--- config.mk ---
export PLATFORM = sky130hd
export DESIGN_NAME = ll_fifo_drain
export DESIGN_NICKNAME = d
export VERILOG_FILES = /design/src/rtl/ll_fifo_drain.sv
export SDC_FILE = /design/constraint.sdc
export NUM_CORES = 1
export LEC_CHECK = 0
export ABC_AREA = 1
export CORE_UTILIZATION = 24
export CTS_CLUSTER_DIAMETER = 40
export DETAILED_ROUTE_END_ITERATION = 10
export HOLD_SLACK_MARGIN = 0.12
export PLACE_DENSITY_LB_ADDON = 0.25
export SLEW_MARGIN = 5
export SYNTH_ARGS = -nofsm -noshare
export SYNTH_HDL_FRONTEND = slang
export SYNTH_SLANG_ARGS = --single-unit
--- constraint.sdc ---
create_clock -name clk -period 3.25 [get_ports clk]
set_input_delay 0.8125 -clock clk [delete_from_list [all_inputs] [get_ports clk]]
set_output_delay 0.8125 -clock clk [all_outputs]
set_load 0.03 [all_outputs]
--- src/rtl/ll_fifo_drain.sv ---
// Round-robin dequeue scheduler for the shared linked-list FIFO.
// Pops one eligible queue per cycle into a 2-entry valid/ready output buffer.
module ll_fifo_drain #(
  parameter int WIDTH     = 4,
  parameter int NUM_FIFOS = 2,
  parameter int SEL_WIDTH = $clog2(NUM_FIFOS)
) (
  input  logic                 clk,
  input  logic                 rst,
  input  logic [NUM_FIFOS-1:0] empty,
  input  logic [WIDTH-1:0]     data_out,
  input  logic [NUM_FIFOS-1:0] pop_mask,
  output logic                 pop,
  output logic [SEL_WIDTH-1:0] pop_sel,
  output logic                 out_valid,
  input  logic                 out_ready,
  output logic [WIDTH-1:0]     out_data,
  output logic [SEL_WIDTH-1:0] out_sel,
  output logic [15:0]          drained
);

  logic [NUM_FIFOS-1:0]   elig_s;
  logic [2*NUM_FIFOS-1:0] dbl_s;
  logic [NUM_FIFOS-1:0]   rot_s;
  logic                   found_s;
  logic [SEL_WIDTH-1:0]   grant_off_s;
  logic [SEL_WIDTH:0]     grant_sum_s;
  logic [SEL_WIDTH-1:0]   grant_s;
  logic                   pop_s;
  logic                   deq_s;

  logic [SEL_WIDTH-1:0]   rr_ptr_q, rr_ptr_d;
  logic [SEL_WIDTH-1:0]   last_sel_q, last_sel_d;
  logic                   rd_ptr_q, rd_ptr_d;
  logic                   wr_ptr_q, wr_ptr_d;
  logic [1:0]             occ_q, occ_d;
  logic [15:0]            drained_q, drained_d;
  logic [WIDTH-1:0]       buf_data_q [2];
  logic [WIDTH-1:0]       buf_data_d [2];
  logic [SEL_WIDTH-1:0]   buf_sel_q [2];
  logic [SEL_WIDTH-1:0]   buf_sel_d [2];

  // Rotate eligibility so bit 0 is rr_ptr, find the first set bit, then rotate back.
  always_comb begin
    elig_s      = ~empty & ~pop_mask;
    dbl_s       = {elig_s, elig_s} >> rr_ptr_q;
    rot_s       = dbl_s[NUM_FIFOS-1:0];
    grant_off_s = '0;
    found_s     = 1'b0;
    for (int i = 0; i < NUM_FIFOS; i++) begin
      if (!found_s && rot_s[i]) begin
        grant_off_s = SEL_WIDTH'(i);
        found_s     = 1'b1;
      end else begin
        found_s = found_s;
      end
    end
    grant_sum_s = {1'b0, rr_ptr_q} + {1'b0, grant_off_s};
    if (grant_sum_s >= (SEL_WIDTH+1)'(NUM_FIFOS)) begin
      grant_sum_s = grant_sum_s - (SEL_WIDTH+1)'(NUM_FIFOS);
    end else begin
      grant_sum_s = grant_sum_s;
    end
    grant_s = grant_sum_s[SEL_WIDTH-1:0];
  end

  // Pop issue looks only at registered occupancy, never at out_ready.
  always_comb begin
    pop_s      = rst & found_s & (occ_q != 2'd2);
    deq_s      = (occ_q != 2'd0) & out_ready;
    last_sel_d = pop_s ? grant_s : last_sel_q;
    if (pop_s) begin
      rr_ptr_d = (grant_s == SEL_WIDTH'(NUM_FIFOS-1)) ? '0 : grant_s + {{(SEL_WIDTH-1){1'b0}}, 1'b1};
    end else begin
      rr_ptr_d = rr_ptr_q;
    end
  end

  // Output buffer write/read pointers, occupancy and the pop counter.
  always_comb begin
    buf_data_d = buf_data_q;
    buf_sel_d  = buf_sel_q;
    wr_ptr_d   = wr_ptr_q;
    rd_ptr_d   = rd_ptr_q;
    drained_d  = drained_q;
    if (pop_s) begin
      buf_data_d[wr_ptr_q] = data_out;
      buf_sel_d[wr_ptr_q]  = grant_s;
      wr_ptr_d             = ~wr_ptr_q;
      drained_d            = (drained_q == 16'hFFFF) ? drained_q : drained_q + 16'd1;
    end else begin
      wr_ptr_d = wr_ptr_q;
    end
    if (deq_s) begin
      rd_ptr_d = ~rd_ptr_q;
    end else begin
      rd_ptr_d = rd_ptr_q;
    end
    case ({pop_s, deq_s})
      2'b10:   occ_d = occ_q + 2'd1;
      2'b01:   occ_d = occ_q - 2'd1;
      default: occ_d = occ_q;
    endcase
  end

  // State registers; reset also clears buffer storage so outputs read 0.
  always_ff @(posedge clk or negedge rst) begin
    if (!rst) begin
      rr_ptr_q   <= '0;
      last_sel_q <= '0;
      rd_ptr_q   <= 1'b0;
      wr_ptr_q   <= 1'b0;
      occ_q      <= 2'd0;
      drained_q  <= 16'd0;
      for (int i = 0; i < 2; i++) begin
        buf_data_q[i] <= '0;
        buf_sel_q[i]  <= '0;
      end
    end else begin
      rr_ptr_q   <= rr_ptr_d;
      last_sel_q <= last_sel_d;
      rd_ptr_q   <= rd_ptr_d;
      wr_ptr_q   <= wr_ptr_d;
      occ_q      <= occ_d;
      drained_q  <= drained_d;
      buf_data_q <= buf_data_d;
      buf_sel_q  <= buf_sel_d;
    end
  end

  assign pop       = pop_s;
  assign pop_sel   = last_sel_d;
  assign out_valid = (occ_q != 2'd0);
  assign out_data  = buf_data_q[rd_ptr_q];
  assign out_sel   = buf_sel_q[rd_ptr_q];
  assign drained   = drained_q;

endmodule

Word-level counts from Yosys, hierarchy flattened --
Cells that the tools add are included.
Word-level totals: logic and storage cells 61, output and inout port bits 24, register bits 32
Operators by class: shift operators 1, magnitude comparators 4, bitwise operators 11, reduce and logical (&&, ||, !) cells 6, equal/unequal tests 4, add/sub/neg operators 6, multiplexer cells 19
Operators by type and width (count):
- adder 16 x 1 -> 16 bit (second input constant) | 1
- == test 16 bit (second input constant) | 1
- two-way mux 4 bit | 4
- two-way mux 1 bit | 10
- bitwise mux 8 bit | 1
- >= comparator 2 bit (second input constant) | 3
- demux 4 bit (select 1 bit) | 1
- inverter 1 -> 2 bit | 2
- inverter 2 bit | 2
- case mux 2 bit (2 select lines) | 1
- nonzero test 2 bit | 2
- >> shifter 4 x 1 -> 2 bit | 1
- AND 1 bit | 3
- inverter 1 bit | 3
- adder 1 x 1 -> 2 bit | 1
- adder 2 x 1 -> 2 bit (second input constant) | 1
- AND 2 bit | 1
- bitwise mux 2 bit | 1
- == test 2 x 1 -> 1 bit (second input constant) | 1
- == test 2 bit (second input constant) | 1
- logical AND 1 bit | 2
- less-than comparator 2 x 1 -> 1 bit (second input constant) | 1
- != test 2 bit (second input constant) | 1
- AND reduction 2 bit | 1
- other kinds (5) | 5

Logic depth before layout (Yosys ltp) --
Gate-level depths: netlist (run 1).
depth in word-level cells 12, depth in mapped cells 9

Worst setup path after synthesis (run 1) --
No wires, ideal clock.
kind input port to output port, start point input port pop_mask[1], end point output port pop_sel, arrival time 1.597 ns, stages 7, slack 0.841 ns, path buffers 0, cell sequence inv_1 nand2_1 nand2_1 nand2_2 inv_2 nand2_1 o21a_1
On the way: elaborated cells on any way between the ends 15, classes of those cells 2 x add/sub; 1 x order compare; 1 x shift; 5 x mux; 4 x bitwise; 2 x reduce/logical
RTL lines:
- start, declared | RTL line 12 | input logic [NUM_FIFOS-1:0] pop_mask,
- inverter 2 bit (*) | RTL line 45 | elig_s = ~empty & ~pop_mask;
- AND 2 bit (*) | RTL line 45
- >> shifter 4 x 1 -> 2 bit (*) | RTL line 46 | dbl_s = {elig_s, elig_s} >> rr_ptr_q;
- two-way mux 1 bit | RTL line 51 | if (!found_s && rot_s[i]) begin
- zero test 1 bit | RTL line 51
- logical AND 1 bit | RTL line 51
- two-way mux 1 bit (*) | RTL line 51
- AND 1 bit (*) (2 in a row) | RTL line 69 | pop_s = rst & found_s & (occ_q != 2'd2);
- via pop | RTL line 13 | output logic pop,
- two-way mux 1 bit (*) | RTL line 71 | last_sel_d = pop_s ? grant_s : last_sel_q;
- end, declared | RTL line 14 | output logic [SEL_WIDTH-1:0] pop_sel,
Mark *: on every way through the listed nets, which the timed path passes. The rest lies on a longest branch.

Worst setup path in the final report (run 1) --
start point input port empty[1], end point output port pop_sel
On the way: word-level cells in the longest chain between the ends 11, elaborated cells on any way between the ends 15, classes of those cells 2 x add/sub; 1 x order compare; 1 x shift; 5 x mux; 4 x bitwise; 2 x reduce/logical
RTL lines:
- start, declared | RTL line 10 | input logic [NUM_FIFOS-1:0] empty,
- inverter 2 bit (*) | RTL line 45
- AND 2 bit (*) | RTL line 45
- >> shifter 4 x 1 -> 2 bit (*) | RTL line 46
- two-way mux 1 bit | RTL line 51
- zero test 1 bit | RTL line 51
- logical AND 1 bit | RTL line 51
- two-way mux 1 bit | RTL line 51
- adder 1 x 1 -> 2 bit | RTL line 58 | grant_sum_s = {1'b0, rr_ptr_q} + {1'b0, grant_off_s};
- >= comparator 2 bit / subtractor 1 bit (equally long branches) | RTL line 59, 60
- two-way mux 1 bit | RTL line 59 | if (grant_sum_s >= (SEL_WIDTH+1)'(NUM_FIFOS)) begin
- two-way mux 1 bit (*) | RTL line 71
Mark *: on every way between the ends. The rest lies on a longest branch, timed or not.

==> impl_metrics.json, run 1 <==
{
  "wl_mm": 4.15,
  "post_dp_cell_area_um2": 2280,
  "cts_root_buf": "clkbuf_8",
  "tightest_slew_ns": 0.556,
  "grt_use_total_pct": 11.3,
  "relSlewSlack_pct": 62.9,
  "gp_congestion": 0.785,
  "cts_buffers": 5,
  "rsz0062_at_grt": "no",
  "cp_slowest_stage_delay_ns": 0.46,
  "setup_viol": 0,
  "hold_class": "register to register",
  "reg2reg_slack_ns": 1.36,
  "io_pins": 35,
  "end_kind": "primary output",
  "cts_resized": 0,
  "r2r-start": "drained[0]$_DFFE_PN0P_",
  "grtUsageMet2_pct": 16.4,
  "area_growth_pct": 28.4,
  "ant_nets": 0,
  "cp_max_fo": 3,
  "hold_violations": 0,
  "drt_iter0_markers": 46,
  "globalRoute.busiestLayer": "met2",
  "grt_max_degree": 33,
  "synthesis.nets": 251,
  "powerDensity_nw_per_um2": 777,
  "post_cts_buffers": 0,
  "grt_first_pass_wirelength_mm": 7.33,
  "cts_sinks": 32,
  "dpl.cell_count": 370,
  "die_height_um": 89.8,
  "path_clk_slew_ns": 0.07,
  "synth_cells": 238,
  "grt_pass1_vias": 1510,
  "r2r_cells": 7,
  "ys_warn_count": 0,
  "crit_family": "buffers and inverters",
  "use_met3_pct": 2.96,
  "vdd_drop_max_mv": 0.278,
  "fp.coreArea_um2": 7330,
  "start_util_pct": 25.2,
  "fin_crit_sh_pct": 88.0,
  "fmax_mhz": 350,
  "total_power_mw": 1.84,
  "fin_skew_ns": 0.00179,
  "gr-total-overflow": 0,
  "die_area_um2": 8060,
  "ys_seq_area_share_pct": 43.3,
  "cts_hold_buf": 0,
  "antenna_found_initial": 0,
  "fin_cells": 378,
  "drv_cap": 0,
  "dp.final_hpwl_mm": 2.98,
  "vias_per_cell": 4.13,
  "clockBufferDepth": 2,
  "nets": 291,
  "mappedNetlistArea_um2": 1850,
  "timing.rr.end": "drained[2]$_DFFE_PN0P_",
  "cts_max_level": 2,
  "crit_buf_inv": 3,
  "final.min_clock_period_ns": 2.86,
  "critPathKind": "primary input to primary output",
  "cts_tree": "done",
  "diodes": 0,
  "worstPathArrival_ns": 2.05,
  "insertion_delay_ns": 0.28,
  "drive_above_1_share_pct": 18.3,
  "ys_ff_latch": 32,
  "syn_area_per_cell_um2": 7.76,
  "vias": 1561,
  "p_leak_nw": 1.08,
  "path_cells": "clkdlybuf4s50_1 > inv_1 > nand2_1 > nor2_1 > o21ai_0 > nand2_1 > o21a_1 > buf_4",
  "port_buffers": 34,
  "gr-usage-met1_pct": 15.7,
  "min_from": "buf_data_q[3]$_DFFE_PN0P_",
  "die_w_um": 89.8,
  "fin_area_um2": 2370,
  "holdPathStages": 2,
  "slowest_stage": "clkdlybuf4s50_1",
  "crit_required_ns": 2.44,
  "synth_cell_type_count": 22,
  "route.detailed.drc": 0,
  "hold_end": "buf_data_q[3]$_DFFE_PN0P_",
  "cp-start-kind": "primary input",
  "num_rows": 31,
  "cp_common_cell": "nand2_1",
  "finalSetupTns_ns": 0,
  "slew_violations": 0,
  "post_drt_wl_per_cell_um": 11.0,
  "dr.pass1.iters": 4,
  "outcome": "finished, final reports clean"
}
==> layout by cell type, fill, tap and decap left out <==
cell | netlist | layout
o21a_1 | 1 | 1
inv_1 | 22 | 22
nor2_1 | 15 | 15
clkinv_2 | 0 | 2
nor2_2 | 3 | 3
nand2_4 | 1 | 1
a21oi_1 | 1 | 1
nand2_1 | 91 | 91
xnor2_1 | 4 | 4
inv_2 | 3 | 3
a21boi_2 | 1 | 1
or2_4 | 1 | 1
nand3_1 | 8 | 8
buf_4 | 0 | 5
o21ai_0 | 9 | 9
clkdlybuf4s50_1 | 0 | 32
o21ai_1 | 2 | 2
dfrtp_1 | 32 | 32
o21ai_2 | 14 | 14
nand2_2 | 13 | 13
xor2_1 | 4 | 4
clkbuf_8 | 0 | 5
clkinv_4 | 0 | 1
nand4_1 | 5 | 5
nor2_4 | 2 | 2
ha_1 | 2 | 2
==> cell usage after synthesis (all sizes together) <==
cell,count,area (µm²)
a21oi,1,5.00
ha,2,25.0
xor2,4,35.0
o21a,1,7.51
inv,25,93.8
o21ai,25,178
a21boi,1,11.3
nand2,105,434
buf,4,45.0
or2,1,8.76
xnor2,4,35.0
nor2,20,97.6
nand3,8,40.0
nand4,5,31.3
dfrtp,32,801
==> cells by family after synthesis <==
logic type      Yosys count  synth area share [%]
simple gates            139                  33.1
flops                    32                  43.3
buf+inv                  29                  7.52
compound gates           28                  10.9
xor+xnor                  8                  3.79
fa+ha+maj                 2                  1.35
==> registers in the layout, summed over array words and instances, names as in the netlist <==
name / count
buf_data_q: 8
buf_sel_q: 2
drained: 16
last_sel_q: 1
occ_q: 2
rd_ptr_q: 1
rr_ptr_q: 1
wr_ptr_q: 1
==> worst reg2reg max path, stage by stage, from the launching register on <==
cell and delay [ns]:
dfrtp_1 0.48, ha_1 0.30, nand2_2 0.11, nor2_4 0.17, nand2_4 0.09, o21ai_2 0.47, nand2_1 0.13, o21ai_2 0.08
==> power by group <==
group	switching (mW)	internal [mW]
registers	0.144	0.541
logic	0.502	0.349
clock network	0.158	0.149
total	0.804	1.04
==> cell type report <==
cell class                 count  area [µm²]
tap                           99         124
clock buffer                   5        68.8
sequential                    32         801
timing repair buffer          37         358
fill                         779        4960
clock inverter                 3        18.8
inverter                      25        93.8
multi-input combinational    177         908
==> through the flow <==
| stage | worst slack [ns] | hold WS [ns] | utilization (%) |
|---|---|---|---|
| detailed placement | 0.383 | 0.474 | 31.2 |
| finish | 0.389 | 0.487 | 32.4 |
| CTS | 0.367 | 0.493 | 32.4 |
| global route | 0.261 | 0.502 | 32.4 |
| global placement | 0.398 | 0.468 | 31.2 |
| floorplan | 0.841 | 0.453 | - |
==> worst max path at each step <==
stage	start	to	slack [ns]	cells past startpoint
after CTS	empty[1]	pop_sel	0.37	8
after global placement	rst	pop_sel	0.40	7
final	empty[1]	pop_sel	0.39	8
after detailed placement	empty[1]	pop_sel	0.38	9
after floorplan	pop_mask[1]	pop_sel	0.84	7
after global routing	empty[1]	pop_sel	0.26	9
==> per-layer routing <==
| metal | up-vias | share of wire (%) | wire, µm |
|---|---|---|---|
| met1 | 702 | 54 | 2230 |
| li1 | 822 | - | - |
| met2 | 33 | 41 | 1700 |
| met3 | 4 | 4.2 | 173 |
| met4 | 0 | 1.2 | 48 |
| met5 | - | 0 | 0 |
(Power assumes the default switching activity.)
==> run 2, diff against run 1 <==
--- a/config.mk
+++ b/config.mk
@@ -9,6 +9,7 @@
 export CORE_UTILIZATION = 24
 export CTS_CLUSTER_DIAMETER = 40
 export DETAILED_ROUTE_END_ITERATION = 10
+export GPL_ROUTABILITY_DRIVEN = 1
 export HOLD_SLACK_MARGIN = 0.12
 export PLACE_DENSITY_LB_ADDON = 0.25
 export SLEW_MARGIN = 5
==> results of run 2 <==
No change in the layout: final DEF, timing and power equal those of run 1.
==> run 3, diff against run 2 <==
--- a/config.mk
+++ b/config.mk
@@ -12,6 +12,7 @@
 export GPL_ROUTABILITY_DRIVEN = 1
 export HOLD_SLACK_MARGIN = 0.12
 export PLACE_DENSITY_LB_ADDON = 0.25
+export REMOVE_ABC_BUFFERS = 1
 export SLEW_MARGIN = 5
 export SYNTH_ARGS = -nofsm -noshare
 export SYNTH_HDL_FRONTEND = slang
==> impl_metrics.json, run 3 (synthesis gave the netlist of run 1 again) <==
{
  "outcome": "finished, final reports clean",
  "cp-start-kind": "primary input",
  "cts_resized": 0,
  "fin_crit_sh_pct": 88.4,
  "vias": 1575,
  "cts_hold_buf": 0,
  "clockBufferDepth": 2,
  "layout_commonest_cell": "nand2_1",
  "drive_above_1_share_pct": 18.3,
  "cp_max_fo": 6,
  "final_cell_mix": "nand2_1, dfrtp_1, clkdlybuf4s50_1",
  "grt_pass1_vias": 1543,
  "fin_hold_ws_ns": 0.490,
  "path_clk_slew_ns": 0.08,
  "gr-total-overflow": 0,
  "die_area_um2": 8060,
  "cts_sinks": 32,
  "dr.pass1.iters": 4,
  "crit_required_ns": 2.44,
  "regArea_um2": 801,
  "fmax_mhz": 348,
  "start_util_pct": 25.2,
  "cts_max_level": 2,
  "relSlewSlack_pct": 62.9,
  "ant_nets": 0,
  "dp.final_hpwl_mm": 2.98,
  "grt_first_pass_wirelength_mm": 7.19,
  "post_cts_buffers": 0,
  "area_growth_pct": 29.7,
  "antenna_found_initial": 0,
  "grt_use_total_pct": 11.1,
  "rsz0062_at_grt": "no",
  "route.detailed.drc": 0,
  "critPathKind": "primary input to primary output",
  "highest_layer": "met4",
  "slew_violations": 0,
  "cts_tree": "done",
  "fin_skew_ns": 0.00919,
  "grt_max_degree": 33,
  "drt_iter0_markers": 59,
  "nets": 291,
  "port_buffers": 34,
  "total_power_mw": 1.93,
  "io_pins": 35,
  "post_drt_wl_per_cell_um": 11.0,
  "finalSetupTns_ns": 0,
  "die_w_um": 89.8,
  "largest_reg_flops": 16,
  "vdd_drop_max_mv": 0.346,
  "powerDensity_nw_per_um2": 804,
  "vias_per_cell": 4.17,
  "cts_root_buf": "clkbuf_8",
  "setup_viol": 0,
  "die_height_um": 89.8,
  "end_kind": "primary output",
  "multi_input_area_um2": 908,
  "worstPathArrival_ns": 2.06,
  "num_rows": 31,
  "final.min_clock_period_ns": 2.87,
  "met2_length_mm": 1.73,
  "tightest_slew_ns": 0.556,
  "p_leak_nw": 1.09,
  "wl_met3_um": 215,
  "fp.coreArea_um2": 7330,
  "wl_mm": 4.17,
  "drv_cap": 0,
  "insertion_delay_ns": 0.29,
  "wl_met1_mm": 2.18,
  "diodes": 0,
  "gp_congestion": 0.801,
  "hold_violations": 0,
  "cts_buffers": 5,
  "n_fill_cell": 776,
  "hold_class": "register to register"
}
==> run 3: final timing paths <==
path	slack, ns	start	cells past startpoint	to
max in group asynchronous	1.99	rst	2	drained[10]$_DFFE_PN0P_
worst min-delay path	0.49	buf_data_q[1]$_DFFE_PN0P_	2	buf_data_q[1]$_DFFE_PN0P_
worst max-delay path	0.38	pop_mask[1]	9	pop_sel
min in group asynchronous	0.96	rst	2	rd_ptr_q$_DFFE_PN0P_
worst min register to register	0.49	buf_data_q[1]$_DFFE_PN0P_	2	buf_data_q[1]$_DFFE_PN0P_
worst max register to register	1.35	drained[0]$_DFFE_PN0P_	7	drained[2]$_DFFE_PN0P_
==> run 3: critical path: stages <==
cell and delay (ns):
clkdlybuf4s50_1 0.46, inv_1 0.04, nand2_1 0.09, nand2_1 0.08
nand2_2 0.13, inv_2 0.09, nand2_1 0.08, o21a_1 0.13
buf_4 0.16
==> run 3: final cells by class <==
cell class                 count  share of cell area, %
clock inverter                 3                   1.78
timing repair buffer          37                   14.9
sequential                    32                   33.4
clock buffer                   5                   2.87
inverter                      25                   3.92
tap                           99                   5.17
multi-input combinational    177                   37.9
==> run 3: power breakdown <==
group | total (mW) | switching [mW] | leakage [nW] | internal [mW]
combinational | 0.853 | 0.504 | 0.624 | 0.349
clock | 0.390 | 0.163 | 0.0541 | 0.227
sequential | 0.683 | 0.142 | 0.411 | 0.541
total | 1.93 | 0.809 | 1.09 | 1.12
==> run 3: metal layers <==
metal,GRT usage (%),up-vias
met5,0,-
met4,3.69,0
met3,3.05,8
met2,17.2,38
met1,15.0,710
li1,-,819
==> run 3: per-stage QoR <==
step / instances / area [µm²] / util [%] / worst slack (ns)
floorplan: 234 / 1800 / - / 0.841
global placement: 370 / 2280 / 31.2 / 0.407
detailed placement: 370 / 2280 / 31.2 / 0.382
CTS: 378 / 2400 / 32.7 / 0.368
global route: 378 / 2400 / 32.7 / 0.273
finish: 378 / 2400 / 32.7 / 0.377
